File: src/rtl/add_sequencer_pkg.sv
`default_nettype none
// ============================================================================
//  Module   : add_pkg
//  Purpose  : Shared types and constants for the byte-serial add/subtract
//             sequencer: FSM state encoding, byte width and index sizing.
//  Revision : 1.0  initial release
// ============================================================================
package add_pkg;

    localparam int BYTE_W = 8;

    typedef enum logic [1:0] {
        IDLE = 2'd0,
        LOAD = 2'd1,
        ADD  = 2'd2,
        OUT  = 2'd3
    } state_e;

    // Byte index width for an NBYTES-deep buffer (never narrower than 1 bit).
    function automatic int idx_w(input int nbytes);
        return (nbytes < 2) ? 1 : $clog2(nbytes);
    endfunction

endpackage
`default_nettype wire

File: src/rtl/add_sequencer_if.sv
`default_nettype none
// ============================================================================
//  Module   : add_sequencer_if
//  Purpose  : Byte handshake bundle between the pin-level byte interface and
//             the add/subtract sequencer.
//  Signals  : start, sub          - operation request and mode
//             in_valid/in_ready   - operand byte pair handshake (op_a, op_b)
//             out_valid/out_ready - result byte handshake (out_data)
//             carry_out, busy     - final carry/no-borrow, non-idle flag
//  Modports : master - drives requests/operands, consumes results
//             slave  - the sequencer
//  Revision : 1.0  initial release
// ============================================================================
interface add_sequencer_if;
    import add_pkg::*;

    logic              start;
    logic              sub;
    logic              in_valid;
    logic              in_ready;
    logic [BYTE_W-1:0] op_a;
    logic [BYTE_W-1:0] op_b;
    logic              out_valid;
    logic              out_ready;
    logic [BYTE_W-1:0] out_data;
    logic              carry_out;
    logic              busy;

    modport master (
        output start, sub, in_valid, op_a, op_b, out_ready,
        input  in_ready, out_valid, out_data, carry_out, busy
    );

    modport slave (
        input  start, sub, in_valid, op_a, op_b, out_ready,
        output in_ready, out_valid, out_data, carry_out, busy
    );

endinterface
`default_nettype wire

File: src/rtl/add_sequencer_byte_adder.sv
`default_nettype none
// ============================================================================
//  Module   : byte_adder
//  Purpose  : Combinational 8-bit adder slice with optional B inversion, used
//             for both add (inv_b=0) and two's-complement subtract (inv_b=1,
//             cin seeded with 1 on the first byte).
//  Ports    : a, b   in  operand bytes
//             cin    in  carry in
//             inv_b  in  invert b before adding
//             sum    out result byte
//             cout   out carry out
//  Revision : 1.0  initial release
// ============================================================================
module byte_adder
    import add_pkg::*;
(
    input  wire logic [BYTE_W-1:0] a,
    input  wire logic [BYTE_W-1:0] b,
    input  wire logic              cin,
    input  wire logic              inv_b,
    output logic      [BYTE_W-1:0] sum,
    output logic                   cout
);

    logic [BYTE_W-1:0] w_b_eff;

    assign w_b_eff     = inv_b ? ~b : b;
    assign {cout, sum} = {1'b0, a} + {1'b0, w_b_eff} + {{BYTE_W{1'b0}}, cin};

endmodule
`default_nettype wire

File: src/rtl/add_sequencer.sv
`default_nettype none
// ============================================================================
//  Module   : add_sequencer
//  Purpose  : Byte-serial multi-byte add/subtract controller. Collects NBYTES
//             operand byte pairs LSB-first, runs them through one shared
//             8-bit adder with carry propagation, then streams the result
//             bytes out LSB-first.
//  Ports    : clk    in  system clock
//             rst_n  in  asynchronous active-low reset
//             ena    in  clock enable, low freezes all state
//             bus    add_sequencer_if.slave handshake bundle
//  Params   : NBYTES operand width in bytes (2..8)
//  Revision : 1.0  initial release
// ============================================================================
module add_sequencer
    import add_pkg::*;
#(
    parameter int NBYTES = 4
) (
    input  wire logic       clk,
    input  wire logic       rst_n,
    input  wire logic       ena,
    add_sequencer_if.slave  bus
);

    localparam int               c_idx_w    = idx_w(NBYTES);
    localparam logic [c_idx_w-1:0] c_last_idx = c_idx_w'(NBYTES - 1);

    state_e              state_q, state_d;
    logic [c_idx_w-1:0]  idx_q, idx_d;
    logic                sub_q, sub_d;
    logic                c_q, c_d;          // running carry between bytes
    logic                carry_q, carry_d;  // published final carry
    logic [BYTE_W-1:0]   a_buf_q   [NBYTES];
    logic [BYTE_W-1:0]   a_buf_d   [NBYTES];
    logic [BYTE_W-1:0]   b_buf_q   [NBYTES];
    logic [BYTE_W-1:0]   b_buf_d   [NBYTES];
    logic [BYTE_W-1:0]   res_buf_q [NBYTES];
    logic [BYTE_W-1:0]   res_buf_d [NBYTES];

    logic [BYTE_W-1:0]   w_sum;
    logic                w_cout;
    logic                w_last;

    assign w_last = (idx_q == c_last_idx);

    byte_adder u_adder (
        .a     (a_buf_q[idx_q]),
        .b     (b_buf_q[idx_q]),
        .cin   (c_q),
        .inv_b (sub_q),
        .sum   (w_sum),
        .cout  (w_cout)
    );

    // Outputs come only from registers and state decode; no handshake input
    // reaches an output combinationally.
    assign bus.in_ready  = (state_q == LOAD);
    assign bus.out_valid = (state_q == OUT);
    assign bus.busy      = (state_q != IDLE);
    assign bus.out_data  = res_buf_q[idx_q];
    assign bus.carry_out = carry_q;

    always_comb begin
        state_d   = state_q;
        idx_d     = idx_q;
        sub_d     = sub_q;
        c_d       = c_q;
        carry_d   = carry_q;
        a_buf_d   = a_buf_q;
        b_buf_d   = b_buf_q;
        res_buf_d = res_buf_q;

        if (ena) begin
            case (state_q)
                IDLE: begin
                    if (bus.start) begin
                        sub_d   = bus.sub;
                        idx_d   = '0;
                        state_d = LOAD;
                    end
                end
                LOAD: begin
                    if (bus.in_valid) begin
                        a_buf_d[idx_q] = bus.op_a;
                        b_buf_d[idx_q] = bus.op_b;
                        if (w_last) begin
                            idx_d   = '0;
                            // Subtract is A + ~B + 1: seed the carry with sub.
                            c_d     = sub_q;
                            state_d = ADD;
                        end else begin
                            idx_d = idx_q + 1'b1;
                        end
                    end
                end
                ADD: begin
                    res_buf_d[idx_q] = w_sum;
                    c_d              = w_cout;
                    if (w_last) begin
                        carry_d = w_cout;
                        idx_d   = '0;
                        state_d = OUT;
                    end else begin
                        idx_d = idx_q + 1'b1;
                    end
                end
                OUT: begin
                    if (bus.out_ready) begin
                        if (w_last) begin
                            idx_d   = '0;
                            state_d = IDLE;
                        end else begin
                            idx_d = idx_q + 1'b1;
                        end
                    end
                end
                default: state_d = IDLE;
            endcase
        end
    end

    always_ff @(posedge clk or negedge rst_n) begin
        if (!rst_n) begin
            state_q <= IDLE;
            idx_q   <= '0;
            sub_q   <= 1'b0;
            c_q     <= 1'b0;
            carry_q <= 1'b0;
            for (int i = 0; i < NBYTES; i++) begin
                a_buf_q[i]   <= '0;
                b_buf_q[i]   <= '0;
                res_buf_q[i] <= '0;
            end
        end else begin
            state_q   <= state_d;
            idx_q     <= idx_d;
            sub_q     <= sub_d;
            c_q       <= c_d;
            carry_q   <= carry_d;
            a_buf_q   <= a_buf_d;
            b_buf_q   <= b_buf_d;
            res_buf_q <= res_buf_d;
        end
    end

endmodule
`default_nettype wire

File: src/flat_wrapper.sv
// flat-port wrapper written by rule: the top's interface ports become plain ports
module add_sequencer_flat import add_pkg::*;
#(
    parameter int NBYTES = 4
)
  (clk, rst_n, ena, bus_start, bus_sub, bus_in_valid, bus_op_a, bus_op_b, bus_out_ready, bus_in_ready, bus_out_valid, bus_out_data, bus_carry_out, bus_busy);
  add_sequencer_if bus_i ();
  input  wire logic clk;
  input  wire logic rst_n;
  input  wire logic ena;
  input wire logic [$bits(bus_i.start)-1:0] bus_start;
  input wire logic [$bits(bus_i.sub)-1:0] bus_sub;
  input wire logic [$bits(bus_i.in_valid)-1:0] bus_in_valid;
  input wire logic [$bits(bus_i.op_a)-1:0] bus_op_a;
  input wire logic [$bits(bus_i.op_b)-1:0] bus_op_b;
  input wire logic [$bits(bus_i.out_ready)-1:0] bus_out_ready;
  output wire logic [$bits(bus_i.in_ready)-1:0] bus_in_ready;
  output wire logic [$bits(bus_i.out_valid)-1:0] bus_out_valid;
  output wire logic [$bits(bus_i.out_data)-1:0] bus_out_data;
  output wire logic [$bits(bus_i.carry_out)-1:0] bus_carry_out;
  output wire logic [$bits(bus_i.busy)-1:0] bus_busy;
  assign bus_i.start = bus_start;
  assign bus_i.sub = bus_sub;
  assign bus_i.in_valid = bus_in_valid;
  assign bus_i.op_a = bus_op_a;
  assign bus_i.op_b = bus_op_b;
  assign bus_i.out_ready = bus_out_ready;
  assign bus_in_ready = bus_i.in_ready;
  assign bus_out_valid = bus_i.out_valid;
  assign bus_out_data = bus_i.out_data;
  assign bus_carry_out = bus_i.carry_out;
  assign bus_busy = bus_i.busy;
  add_sequencer #(.NBYTES(NBYTES)) u_core (.clk(clk), .rst_n(rst_n), .ena(ena), .bus(bus_i));
endmodule
File: config.mk
export PLATFORM = sky130hd
export DESIGN_NAME = add_sequencer_flat
export DESIGN_NICKNAME = d
export VERILOG_FILES = /design/src/rtl/add_sequencer_pkg.sv /design/src/rtl/add_sequencer_if.sv /design/src/rtl/add_sequencer_byte_adder.sv /design/src/rtl/add_sequencer.sv /design/src/flat_wrapper.sv
export SDC_FILE = /design/constraint.sdc
export NUM_CORES = 1
export LEC_CHECK = 0
export BUFFER_PORTS_ARGS = -buffer_cell sky130_fd_sc_hd__buf_2
export CAP_MARGIN = 20
export CORE_AREA = 2 2 111 113
export CTS_CLUSTER_DIAMETER = 120
export DETAILED_ROUTE_END_ITERATION = 12
export DIE_AREA = 0 0 113 115
export GPL_ROUTABILITY_DRIVEN = 1
export GPL_TIMING_DRIVEN = 1
export SLEW_MARGIN = 20
export SYNTH_ARGS = -nofsm -noshare
export SYNTH_HDL_FRONTEND = slang
export SYNTH_SLANG_ARGS = --single-unit
File: constraint.sdc
create_clock -name clk -period 5.06 [get_ports clk]
set_input_delay 0.253 -clock clk [delete_from_list [all_inputs] [get_ports clk]]
set_output_delay 0.253 -clock clk [all_outputs]
set_load 0.1 [all_outputs]
==> flow_metrics.tcl, run 1 <==
set metrics [dict create \
    fin_setup_tns_ns 0 \
    synth_cell_types 39 \
    ys_ff_latch 103 \
    drt_iter0_markers 136 \
    synth.largest_area_cell "dfrtp_1" \
    firstDrtPassIters 8 \
    drv_slew 0 \
    drc 4 \
    synth_area_leaders "dfrtp_1, mux4_2, mux2_1, mux2_2, ha_1" \
    grt.total_usage_pct 16.3 \
    period_share_pct 67.1 \
    initial_core_util_pct 42.7 \
    violations "design-rule violations" \
    clock_skew_ns 0.00611 \
    clock_latency_ns 0.34 \
    cts_tree "done" \
    drive_gt1_share_pct 27.2 \
    rsz0062_at_grt "false" \
    hp-start "bus_sub" \
    nFillCells 1076 \
    place_ws_ns 1.63 \
    port_buffers 34 \
    grt_max_degree 57 \
    row_count 40 \
    area_delta_synth_final_pct 11.1 \
    cts_root_buf "clkbuf_16" \
    fmax_ghz 0.295 \
    clockBufferDepth 2 \
    multi_input_area_um2 2290 \
    fin_crit_ns 3.39 \
    cts_setup_buffers 0 \
    setup_slack_ns 1.67 \
    die_x_um 113 \
    hp-class "in2reg" \
    yosysSeqAreaShare_pct 51.1 \
    relSlewSlack_pct 52.8 \
    rr_worst_depth 9 \
    vias_per_cell 5.38 \
    hold_viol 0 \
    cts_resized 0 \
    gp_congestion 0.810 \
    insertedDiodeCount 0 \
    syn_avg_cell_area_um2 13.5 \
    synth_top_area_share_pct 51.1 \
    crit_path_max_fanout 16 \
    h-tree-depth 3 \
    synth_nets 413 \
    fin_util_pct 47.4 \
    worst_pin_slew_ns 0.708 \
    numCtsBuffers 9 \
    min_path_cells 2 \
    r2r-end "u_core.res_buf_q[23]" \
    ant_nets 0 \
    synth_edf_count 0 \
    crit_path_end_kind "flip-flop" \
    async_reset_ff_share_pct 100 \
    r2r-start "u_core.idx_q[0]" \
    die-height_um 115 \
    maxCapViolCount 0 \
    fin_nets 444 \
    overflow 0 \
    path_class "reg2reg" \
    detailroute.via_count 2987 \
    fp.coreArea_um2 11800 \
    critical_path_required_ns 5.25 \
    die_area_um2 13000 \
    status "complete, but fails checks" \
    yosys_warnings 0 \
    rrSetupSlack_ns 1.67 \
    syn_area_um2 5040 \
    antenna_found_initial 0 \
    synth_top_flop_cell "dfrtp_1" \
    holdPathEnd "u_core.sub_q" \
    netlist_instances 373 \
    register_area_um2 2580 \
    cts.sinks 103 \
    setup_violations 0 \
    wirelength_um 9770 \
    worstSetupStartpointType "flip-flop" \
    grt_pass1_vias 3059 \
    cp_data_arrival_time_ns 3.59 \
    grt_pass1_wl_um 16200 \
    boundaryPins 35 \
    clkSlewWorstSetupHoldPaths_ns 0.07 \
    dp_hpwl_um 6810 \
    avgRoutedWirePerCell_um 17.6 \
    hold_slack_ns 0.159 \
]
-- area by class of cell --
type | instances | area share (%)
multi-input combinational | 237 | 40.8
tap | 147 | 3.28
inverter | 15 | 1.01
clock inverter | 3 | 0.782
timing repair buffer | 38 | 3.66
clock buffer | 12 | 4.40
sequential | 103 | 46.0
-- flip-flops by register name, indices dropped and copies added, names as in the netlist --
register,count
u_core.res_buf_q,32
u_core.c_q,1
u_core.b_buf_q,32
u_core.state_q,2
u_core.a_buf_q,32
u_core.bus.carry_out,1
u_core.idx_q,2
u_core.sub_q,1
-- cell families (layout without fill, tap and decap cells) --
logic type / count (synthesis) / count (layout) / share of synthesized area [%]
xor gates and xnor gates: 10 / 10 / 1.89
adders and majority gates: 17 / 17 / 4.52
and+or+nand+nor: 61 / 61 / 5.88
buffers and inverters: 33 / 68 / 3.52
DFF: 103 / 103 / 51.1
AOI/OAI and AO/OA: 58 / 58 / 7.42
muxes: 91 / 91 / 25.7
-- per-layer routing --
layer  track usage, %  share of wire [%]
met2             26.3                 47
met5                0                  0
met1             22.3                 49
met4             5.04               0.98
met3             3.58                3.4
-- worst max path at each step --
| stage | endpoint | depth (start not counted) | slack [ns] | start |
|---|---|---|---|---|
| finish | u_core.res_buf_q[23] | 9 | 1.67 | u_core.idx_q[0] |
| global route | u_core.res_buf_q[23] | 9 | 1.41 | u_core.idx_q[0] |
| CTS | u_core.res_buf_q[23] | 9 | 1.62 | u_core.idx_q[0] |
| detailed placement | u_core.res_buf_q[23] | 9 | 1.63 | u_core.idx_q[0] |
| global placement | u_core.res_buf_q[31] | 9 | 1.71 | u_core.idx_q[0] |
| floorplan | u_core.res_buf_q[30] | 10 | 2.10 | u_core.idx_q[0] |
-- synthesized netlist by cell type (4+ instances only) --
| cell | count |
|---|---|
| o31ai_1 | 8 |
| mux2_2 | 26 |
| o21ai_0 | 23 |
| mux2_1 | 40 |
| inv_1 | 15 |
| o21ai_1 | 6 |
| xor2_1 | 8 |
| dfrtp_1 | 103 |
| nor2_1 | 10 |
| nand3_1 | 7 |
| mux4_2 | 24 |
| clkbuf_1 | 6 |
| nand2_4 | 4 |
| ha_1 | 15 |
| buf_6 | 5 |
| buf_2 | 4 |
| nand2_1 | 34 |
-- placed cells by master, fill, tap and decap left out, drive strengths merged --
cell and instances:
bufinv 1, o21ai 29, o21bai 2, fa 2
o221ai 1, a21oi 2, nor2b 2, nand2 38
xnor2 2, nor2 10, dfrtp 103, o31ai 8
a31oi 1, ha 15, a21boi 1, nor3b 1
o41a 1, mux2i 1, a22o 3, inv 15
o21a 3, clkbuf 12, buf 37, clkinv 2
o211ai 2, and3 3, dlygate4sd3 1, o31a 2
xor2 8, mux4 24, a21o 3, mux2 66
nand3 7
-- per-stage QoR --
stage / area [um2] / cells
2_1_floorplan: 5040 / 373
3_3_place_gp: 5300 / 539
3_5_place_dp: 5300 / 539
4_1_cts: 5600 / 555
5_1_grt: 5600 / 555
6_report: 5600 / 555
-- worst max-delay path, stage by stage (launching register included) --
cell	delay [ns]
dfrtp_2	0.68
buf_4	0.38
mux4_2	0.55
xor2_1	0.17
ha_1	0.31
nor2b_4	0.13
o31a_1	0.27
o41a_1	0.42
xnor2_2	0.23
o21ai_1	0.10
-- repair_timing --
action                                  in CTS  in global routing
hold buffers                                 1                  0
endpoints found under the hold margin       47                  0
endpoints found under the setup margin       0                  0
Power of run 1 is not shown: default switching activity piles up to over one toggle a cycle in this logic, so the estimate is an artifact.
==> run 2: changes to the inputs <==
==> constraint.sdc (replaced) <==
create_clock -name clk -period 3.45 [get_ports clk]
set_input_delay 0.1725 -clock clk [delete_from_list [all_inputs] [get_ports clk]]
set_output_delay 0.1725 -clock clk [all_outputs]
set_load 0.1 [all_outputs]
==> run 2 against run 1 <==
Compared with the run above:
- the run still ends with design-rule violations left
- largest cell class unchanged
- critical path depth is the same
- non-clock buffer count rose by 4
- cell count grew 0.90%
- hold slack got worse by 0.083 ns
- cell area increased by 0.42%
==> flow_metrics.tcl, run 2 (synthesis results as in run 1) <==
set metrics [dict create \
    die_area_um2 13000 \
    hold_viol 0 \
    cts_tree "done" \
    dp_hpwl_um 7010 \
    drv_slew 0 \
    cts_setup_buffers 0 \
    gp_congestion 0.809 \
    rrSetupSlack_ns 0.49 \
    status "complete, but fails checks" \
    fin_util_pct 47.6 \
    clkSlewWorstSetupHoldPaths_ns 0.07 \
    wirelength_um 10200 \
    insertedDiodeCount 0 \
    numCtsBuffers 9 \
    maxCapViolCount 0 \
    grt_pass1_wl_um 17400 \
    cp_num_buf_inv 1 \
    port_buffers 34 \
    drive_gt1_share_pct 28.3 \
    wl_met2_um 4850 \
    fmax_ghz 0.338 \
    hp-class "in2reg" \
    reg_top3 "u_core.a_buf_q (32), u_core.b_buf_q (32), u_core.res_buf_q (32)" \
    clock_skew_ns 0.00894 \
    setup_violations 0 \
    cpPeakStageDelay_ns 0.55 \
    worstSetupStartpointType "flip-flop" \
    cts_resized 0 \
    avgRoutedWirePerCell_um 18.3 \
    drt_iter0_markers 139 \
    fin_nets 448 \
    violations "design-rule violations" \
    fin_setup_tns_ns 0 \
    nFillCells 1075 \
    row_count 40 \
    die_x_um 113 \
    grt_max_degree 59 \
    cts_root_buf "clkbuf_16" \
    overflow 0 \
    fp.coreArea_um2 11800 \
    relSlewSlack_pct 50.0 \
    die-height_um 115 \
    antenna_found_initial 0 \
    clock_latency_ns 0.34 \
    worst_pin_slew_ns 0.750 \
    crit_path_max_fanout 15 \
    rsz0062_at_grt "false" \
    period_share_pct 85.8 \
    vias_per_cell 5.45 \
    met1_length_um 4850 \
    fin_crit_ns 2.96 \
    routed.top_layer "met4" \
    grt_pass1_vias 3261 \
    cts.sinks 103 \
    cpMaxStageDelayCell "mux4_2" \
    path_class "reg2reg" \
    boundaryPins 35 \
    drc 4 \
    ant_nets 0 \
    grt.total_usage_pct 17.3 \
    area_delta_synth_final_pct 11.6 \
    multi_input_area_um2 2290 \
    clockBufferDepth 2 \
    critical_path_required_ns 3.65 \
    h-tree-depth 3 \
    cts_hold_buf 1 \
    worstPathCellList "buf_4 -> mux4_2 -> xor2_1 -> ha_1 -> nor2b_4 -> o31a_1 -> o41a_1 -> xnor2_2 -> o21ai_1" \
    critPathTopFamily "compound AO/OA/AOI/OAI gates" \
    final_cell_mix "dfrtp_1, mux2_1, nand2_1" \
    final_common_cell "dfrtp_1" \
    cp_data_arrival_time_ns 3.16 \
    crit_path_end_kind "flip-flop" \
    firstDrtPassIters 8 \
    initial_core_util_pct 42.7 \
    detailroute.via_count 3051 \
    wl_met3_um 388 \
    register_area_um2 2580 \
]
-- run 2: worst paths after layout --
check / startpoint / endpoint / cells past startpoint
min in group asynchronous: rst_n / u_core.res_buf_q[16] / 2
max in group asynchronous: rst_n / u_core.b_buf_q[29] / 3
worst max register to register: u_core.idx_q[0] / u_core.res_buf_q[23] / 9
worst min-delay path: bus_op_a[6] / u_core.a_buf_q[6] / 2
worst min register to register: u_core.res_buf_q[21] / u_core.res_buf_q[21] / 2
worst max-delay path: u_core.idx_q[0] / u_core.res_buf_q[23] / 9
-- run 2: through the flow --
| step | worst slack (ns) | area, um2 | instances | hold slack (ns) |
|---|---|---|---|---|
| 5_1_grt | 0.295 | 5630 | 560 | 0.0705 |
| 4_1_cts | 0.467 | 5630 | 560 | 0.0684 |
| 3_5_place_dp | 0.495 | 5330 | 543 | 0.293 |
| 6_report | 0.491 | 5630 | 560 | 0.0762 |
| 2_1_floorplan | 0.489 | 5040 | 373 | -0.123 |
| 3_3_place_gp | 0.527 | 5330 | 543 | 0.280 |
-- run 2: area by class of cell --
| type | count | area share (%) |
|---|---|---|
| flip-flops and latches | 103 | 45.8 |
| repair buffers | 42 | 4.18 |
| well taps | 147 | 3.27 |
| clock buffers | 12 | 4.56 |
| inverters | 15 | 1.00 |
| clock inverters | 4 | 0.489 |
| multi-input cells | 237 | 40.7 |
-- run 2: metal layers --
metal  track usage, %  up-vias
li1                 -     1410
met3             3.74       13
met4             5.20        0
met1             23.2     1564
met5                0        -
met2             28.6       64
Power of run 2 is left out for the same reason.
